**src/rtl/pipelined_prefix_adder.sv**
```systemverilog
// Pipelined Kogge-Stone adder/subtractor with a valid/ready stream interface.
// Rank 1 captures the operands, middle ranks split the prefix tree, and the last rank holds the result and flags.
module pipelined_prefix_adder #(
    parameter int WIDTH  = 32,
    parameter int STAGES = 3
) (
    input  logic             clk,
    input  logic             rst,
    input  logic             in_valid,
    output logic             in_ready,
    input  logic [WIDTH-1:0] a,
    input  logic [WIDTH-1:0] b,
    input  logic             cin,
    input  logic             sub,
    output logic             out_valid,
    input  logic             out_ready,
    output logic [WIDTH-1:0] sum,
    output logic             cout,
    output logic             ovf,
    output logic             zero
);
    localparam int LEVELS    = $clog2(WIDTH);
    localparam int MID_RANKS = (STAGES > 2) ? STAGES - 2 : 0;

    // Middle rank r sits after prefix level floor(r*LEVELS/(MID_RANKS+1)), which keeps the ranks evenly spaced.
    function automatic bit rank_after_level(input int level);
        bit hit;
        hit = 1'b0;
        for (int r = 1; r <= MID_RANKS; r++) begin
            if ((r * LEVELS) / (MID_RANKS + 1) == level) hit = 1'b1;
        end
        return hit;
    endfunction

    logic adv;
    logic out_valid_q;

    assign adv      = !out_valid_q || out_ready;
    assign in_ready = adv;

    logic [WIDTH-1:0] op_a;
    logic [WIDTH-1:0] op_b;
    logic             op_cin;
    logic             op_sub;
    logic             op_v;

    if (STAGES > 1) begin : g_capture
        logic [WIDTH-1:0] a_d, a_q, b_d, b_q;
        logic             cin_d, cin_q, sub_d, sub_q, v_d, v_q;

        // NOTE: every variable gets its hold value first, so no path through the block leaves it unassigned and no latch is inferred.
        always_comb begin
            a_d   = a_q;
            b_d   = b_q;
            cin_d = cin_q;
            sub_d = sub_q;
            v_d   = v_q;
            if (adv) begin
                a_d   = a;
                b_d   = b;
                cin_d = cin;
                sub_d = sub;
                v_d   = in_valid;
            end
        end

        // NOTE: non-blocking assignment makes every flop sample the pre-edge values, whatever the statement order.
        always_ff @(posedge clk or posedge rst) begin
            if (rst) v_q <= 1'b0;
            else     v_q <= v_d;
        end

        // NOTE: payload flops take no reset; their contents are ignored while the matching valid bit is low.
        always_ff @(posedge clk) begin
            a_q   <= a_d;
            b_q   <= b_d;
            cin_q <= cin_d;
            sub_q <= sub_d;
        end

        assign op_a   = a_q;
        assign op_b   = b_q;
        assign op_cin = cin_q;
        assign op_sub = sub_q;
        assign op_v   = v_q;
    end else begin : g_direct
        assign op_a   = a;
        assign op_b   = b;
        assign op_cin = cin;
        assign op_sub = sub;
        assign op_v   = in_valid;
    end

    logic [WIDTH-1:0] g_lvl  [0:LEVELS];
    logic [WIDTH-1:0] p_lvl  [0:LEVELS-1];
    logic [WIDTH-1:0] hs_lvl [0:LEVELS];
    logic             c_lvl  [0:LEVELS];
    logic             v_lvl  [0:LEVELS];

    logic [WIDTH-1:0] b_eff;
    logic [WIDTH-1:0] hs0;
    logic [WIDTH-1:0] g0;
    logic             c0;

    always_comb begin
        b_eff = op_sub ? ~op_b : op_b;
        c0    = op_sub ? ~op_cin : op_cin;
        hs0   = op_a ^ b_eff;
        g0    = op_a & b_eff;
        // Carry-in is a generate at position -1; folding it into bit 0 keeps the tree WIDTH bits wide.
        g0[0] = g0[0] | (hs0[0] & c0);
    end

    assign g_lvl[0]  = g0;
    assign p_lvl[0]  = hs0;
    assign hs_lvl[0] = hs0;
    assign c_lvl[0]  = c0;
    assign v_lvl[0]  = op_v;

    for (genvar k = 1; k <= LEVELS; k++) begin : g_level
        localparam int DIST = 1 << (k - 1);
        logic [WIDTH-1:0] g_nxt;

        always_comb begin
            g_nxt = g_lvl[k-1];
            for (int i = DIST; i < WIDTH; i++) begin
                g_nxt[i] = g_lvl[k-1][i] | (p_lvl[k-1][i] & g_lvl[k-1][i-DIST]);
            end
        end

        if (k == LEVELS) begin : g_last
            assign g_lvl[k]  = g_nxt;
            assign hs_lvl[k] = hs_lvl[k-1];
            assign c_lvl[k]  = c_lvl[k-1];
            assign v_lvl[k]  = v_lvl[k-1];
        end else begin : g_mid
            logic [WIDTH-1:0] p_nxt;

            always_comb begin
                p_nxt = p_lvl[k-1];
                for (int i = DIST; i < WIDTH; i++) begin
                    p_nxt[i] = p_lvl[k-1][i] & p_lvl[k-1][i-DIST];
                end
            end

            if (rank_after_level(k)) begin : g_rank
                logic [WIDTH-1:0] g_d, g_q, p_d, p_q, hs_d, hs_q;
                logic             c_d, c_q, v_d, v_q;

                always_comb begin
                    g_d  = g_q;
                    p_d  = p_q;
                    hs_d = hs_q;
                    c_d  = c_q;
                    v_d  = v_q;
                    if (adv) begin
                        g_d  = g_nxt;
                        p_d  = p_nxt;
                        hs_d = hs_lvl[k-1];
                        c_d  = c_lvl[k-1];
                        v_d  = v_lvl[k-1];
                    end
                end

                always_ff @(posedge clk or posedge rst) begin
                    if (rst) v_q <= 1'b0;
                    else     v_q <= v_d;
                end

                always_ff @(posedge clk) begin
                    g_q  <= g_d;
                    p_q  <= p_d;
                    hs_q <= hs_d;
                    c_q  <= c_d;
                end

                assign g_lvl[k]  = g_q;
                assign p_lvl[k]  = p_q;
                assign hs_lvl[k] = hs_q;
                assign c_lvl[k]  = c_q;
                assign v_lvl[k]  = v_q;
            end else begin : g_wire
                assign g_lvl[k]  = g_nxt;
                assign p_lvl[k]  = p_nxt;
                assign hs_lvl[k] = hs_lvl[k-1];
                assign c_lvl[k]  = c_lvl[k-1];
                assign v_lvl[k]  = v_lvl[k-1];
            end
        end
    end

    logic [WIDTH-1:0] carry_in;
    logic [WIDTH-1:0] res_sum;
    logic [WIDTH-1:0] sum_d, sum_q;
    logic             out_valid_d;
    logic             cout_d, cout_q;
    logic             ovf_d, ovf_q;
    logic             zero_d, zero_q;

    // Bubbles only clear out_valid; the result fields keep describing the last real result.
    always_comb begin
        carry_in    = {g_lvl[LEVELS][WIDTH-2:0], c_lvl[LEVELS]};
        res_sum     = hs_lvl[LEVELS] ^ carry_in;
        out_valid_d = out_valid_q;
        sum_d       = sum_q;
        cout_d      = cout_q;
        ovf_d       = ovf_q;
        zero_d      = zero_q;
        if (adv) begin
            out_valid_d = v_lvl[LEVELS];
            if (v_lvl[LEVELS]) begin
                sum_d  = res_sum;
                cout_d = g_lvl[LEVELS][WIDTH-1];
                ovf_d  = g_lvl[LEVELS][WIDTH-1] ^ g_lvl[LEVELS][WIDTH-2];
                zero_d = (res_sum == '0);
            end
        end
    end

    always_ff @(posedge clk or posedge rst) begin
        if (rst) begin
            out_valid_q <= 1'b0;
            sum_q       <= '0;
            cout_q      <= 1'b0;
            ovf_q       <= 1'b0;
            zero_q      <= 1'b0;
        end else begin
            out_valid_q <= out_valid_d;
            sum_q       <= sum_d;
            cout_q      <= cout_d;
            ovf_q       <= ovf_d;
            zero_q      <= zero_d;
        end
    end

    assign out_valid = out_valid_q;
    assign sum       = sum_q;
    assign cout      = cout_q;
    assign ovf       = ovf_q;
    assign zero      = zero_q;
endmodule

```
**config.mk**
```make
export PLATFORM = sky130hd
export DESIGN_NAME = pipelined_prefix_adder
export DESIGN_NICKNAME = d
export VERILOG_FILES = /design/src/rtl/pipelined_prefix_adder.sv
export SDC_FILE = /design/constraint.sdc
export NUM_CORES = 1
export LEC_CHECK = 0
export CAP_MARGIN = 20
export CORE_MARGIN = 1
export CORE_UTILIZATION = 35
export CTS_BUF_LIST = sky130_fd_sc_hd__clkbuf_2
export DETAILED_ROUTE_END_ITERATION = 6
export SLEW_MARGIN = 0
export SYNTH_ARGS = -nofsm -noshare
export SYNTH_HDL_FRONTEND = slang
export SYNTH_SLANG_ARGS = --single-unit
```
**constraint.sdc**
```tcl
create_clock -name clk -period 3.85 [get_ports clk]
set_input_delay 0.5775 -clock clk [delete_from_list [all_inputs] [get_ports clk]]
set_output_delay 0.5775 -clock clk [all_outputs]
set_load 0.03 [all_outputs]
```
==> results.yml <==
drt:
  antenna_left: 0
  drt_iter0_markers: 376
  drc_errors: 0
  postRouteWirelength_um: 16630
  viasPerCell: 4.742
  firstDrtPassIters: 5
  wire_per_inst_um: 15.72
  dr_total_vias: 5017
global_route:
  met1_usage_pct: 20.14
  top_usage_layer: "met2"
  grt_pass1_vias: 5022
  grt_pass1_wl_um: 26390
  antenna_found_initial: 1
  track_usage_pct: 14.05
  grt_max_degree: 164
  grt-ovfl-total: 0
  use_met2_pct: 20.46
  grt_use_met3_pct: 3.579
synth:
  ys_top_cells_by_count: "edfxtp_1 (159), nand2_1 (60), xor2_1 (44)"
  yosys.area.top_type: "edfxtp_1"
  synth.most_common_cell: "edfxtp_1"
  synth_top_area_share_pct: 56.60
  postSynth.asyncResetShare_pct: 19.29
  syn_inst: 607
  syn_nets: 709
  ys_seq_area_share_pct: 67.87
  syn-mean-instance-area_sq_um: 13.90
  yosysWarningCount: 0
  synth_edf_count: 159
  synth_area_leaders: "edfxtp_1 (57%), dfrtp_1 (11%), ha_1 (4.7%), xor2_1 (4.6%), nand2_1 (2.7%)"
  syn_area_sq_um: 8436
  ys_types: 55
  synth-seq-cells: 197
  ys_dominant_reg_cell: "edfxtp_1"
clocking:
  cts-root-buf: "clkbuf_2"
  cts_hold_buffers: 0
  cts_tree: "done"
  cts.reportedPaths.clkPinSlew_ps: 270
  cts_resized: 0
  cts_max_level: 4
  cts_buffer_depth: 2
  clock_latency_ps: 750
  post_cts_buffers: 0
  cts.sinks: 197
  cts_inserted_buffers: 17
setup_path:
  required_ps: 3270
  cp.arrival_ps: 2170
  end_kind: "output port"
  critical_path_class: "flip-flop to output port"
  cp-start-kind: "flip-flop"
  crit_fanout: 8
sta:
  setup_tns_ps: 0
  fmax_mhz: 364.4
  hold_viol: 0
  slew_headroom_pct: 40.53
  worstMarginPinSlew_ps: 892.0
  finClkSkew_ps: 32.28
  rsz0062_at_grt: "no"
  fin_crit_sh_pct: 71.28
  finalSetupViolCount: 0
  timing.hold.ws_ps: 192.0
  period_needed_ps: 2744
  drv_slew: 0
floorplan:
  initial_utilization_pct: 35.83
  die_w_um: 157.2
  io-pin-count: 107
  dieHeight_um: 157.2
  die_area_sq_um: 24730
  core_area_sq_um: 23540
  fp-row-count: 56
placed_design:
  portBuffers: 106
  placed_cells: 1025
  gp_congestion: 0.8333
  place_hpwl_um: 12500
  placed_area_sq_um: 9903
cells_and_area:
  instances_no_fill: 1058
  multi_input_area_sq_um: 2641
  ff_latch_area_sq_um: 5725
  fin_area_sq_um: 10130
  fin_util_pct: 43.03
  drive_gt1_share_pct: 7.724
  n_fill_cell: 2189
  area_delta_synth_final_pct: 20.08
  layout.nets: 827
min_path:
  hold_class: "input port to async pin"
outcome:
  status: "completed"
power:
  power.density_nw_per_um2: 713.0
  leakagePower_nw: 3.831
  peakVddDrop_mv: 0.2474
run:
  drv_cap: 0
## routing by layer
| layer | wire length (um) | vias to the layer above |
|---|---|---|
| met5 | 0 | - |
| met4 | 235 | 0 |
| met3 | 964 | 19 |
| met2 | 7190 | 156 |
| met1 | 8241 | 2344 |
| li1 | - | 2498 |
## flip-flops by register name (all words and copies together), names as in the netlist
signal	count
g_capture.a_q	32
g_capture.b_q	32
g_level.g_mid.g_rank.g_q	32
sum	32
g_level.g_mid.g_rank.hs_q	31
g_level.g_mid.g_rank.p_q	29
cout	1
g_capture.cin_q	1
g_capture.sub_q	1
g_capture.v_q	1
g_level.g_mid.g_rank.c_q	1
g_level.g_mid.g_rank.v_q	1
out_valid	1
ovf	1
zero	1
## stage by stage
stage                     setup slack [ps]  total power (W)
after floorplan                      893.3         0.005258
after global placement                1204         0.006272
after detailed placement              1225         0.006335
after CTS                            995.8         0.007295
after global routing                 921.8         0.007684
final                                 1106         0.007223
## worst max-delay path: stages (launching register included)
cell and delay, ps:
dfrtp_1 470, nand2b_4 150, clkdlybuf4s50_1 800
## placed cells by master, fill, tap and decap left out, drive strengths merged, types with 2 or more instances in the layout
cell and instances:
nand2b 5, ha 32, buf 4, clkinvlp 3, edfxtp 159, or2 4
xnor2 13, a21o 12, clkdlybuf4s50 106, nor2 40, o21a 2, a31oi 4
a22oi 4, mux2 16, clkinv 9, a41o 4, bufinv 2, nor3 8
nor4 3, clkbuf 17, o2111ai 3, nand4 3, or3 4, a21oi 39
and2 4, o211ai 3, nand2 60, nor2b 2, dfrtp 38, xor2 44
o21ai 48, inv 10, nand3 10, a211o 4, o22ai 2, and3 4
## power by group
part	switching (W)	total (W)	internal (W)	leakage (nW)
Clock	0.000676	0.000965	0.000289	0.130
Combinational	0.00164	0.00275	0.00111	1.62
Sequential	0.000405	0.00351	0.00310	2.08
Total	0.00273	0.00722	0.00450	3.83
## area by class of cell
| cell class | instances | share of cell area (%) |
|---|---|---|
| Clock inverter | 15 | 1.371 |
| Inverter | 9 | 0.3335 |
| Tap cell | 319 | 3.940 |
| Antenna cell | 1 | 0.02470 |
| Clock buffer | 17 | 0.8399 |
| Timing Repair Buffer | 110 | 10.89 |
| Multi-Input combinational cell | 390 | 26.07 |
| Sequential cell | 197 | 56.52 |
## logic make-up after synthesis
family	count (synthesis)	share of synthesized area (%)
XOR/XNOR	57	5.918
AND/OR/NAND/NOR	151	8.484
multiplexers	17	2.254
AO/OA/AOI/OAI	133	9.819
flip-flops	197	67.87
adder cells (fa/ha/maj)	32	4.746
buffers and inverters	20	0.9047
## path summary, 6_finish.rpt
kind | startpoint | endpoint | slack, ps | cells after the start
min | rst | sum[21] | 190 | 3
max in group asynchronous | rst | sum[8] | 3320 | 3
max | out_valid | in_ready | 1110 | 2
min reg2reg | zero | zero | 520 | 2
min in group clk | a[29] | g_capture.a_q[29] | 350 | 1
max reg2reg | g_level[2].g_mid.g_rank.g_q[1] | zero | 1700 | 7
No activity file was read; power rests on OpenSTA's default activity.
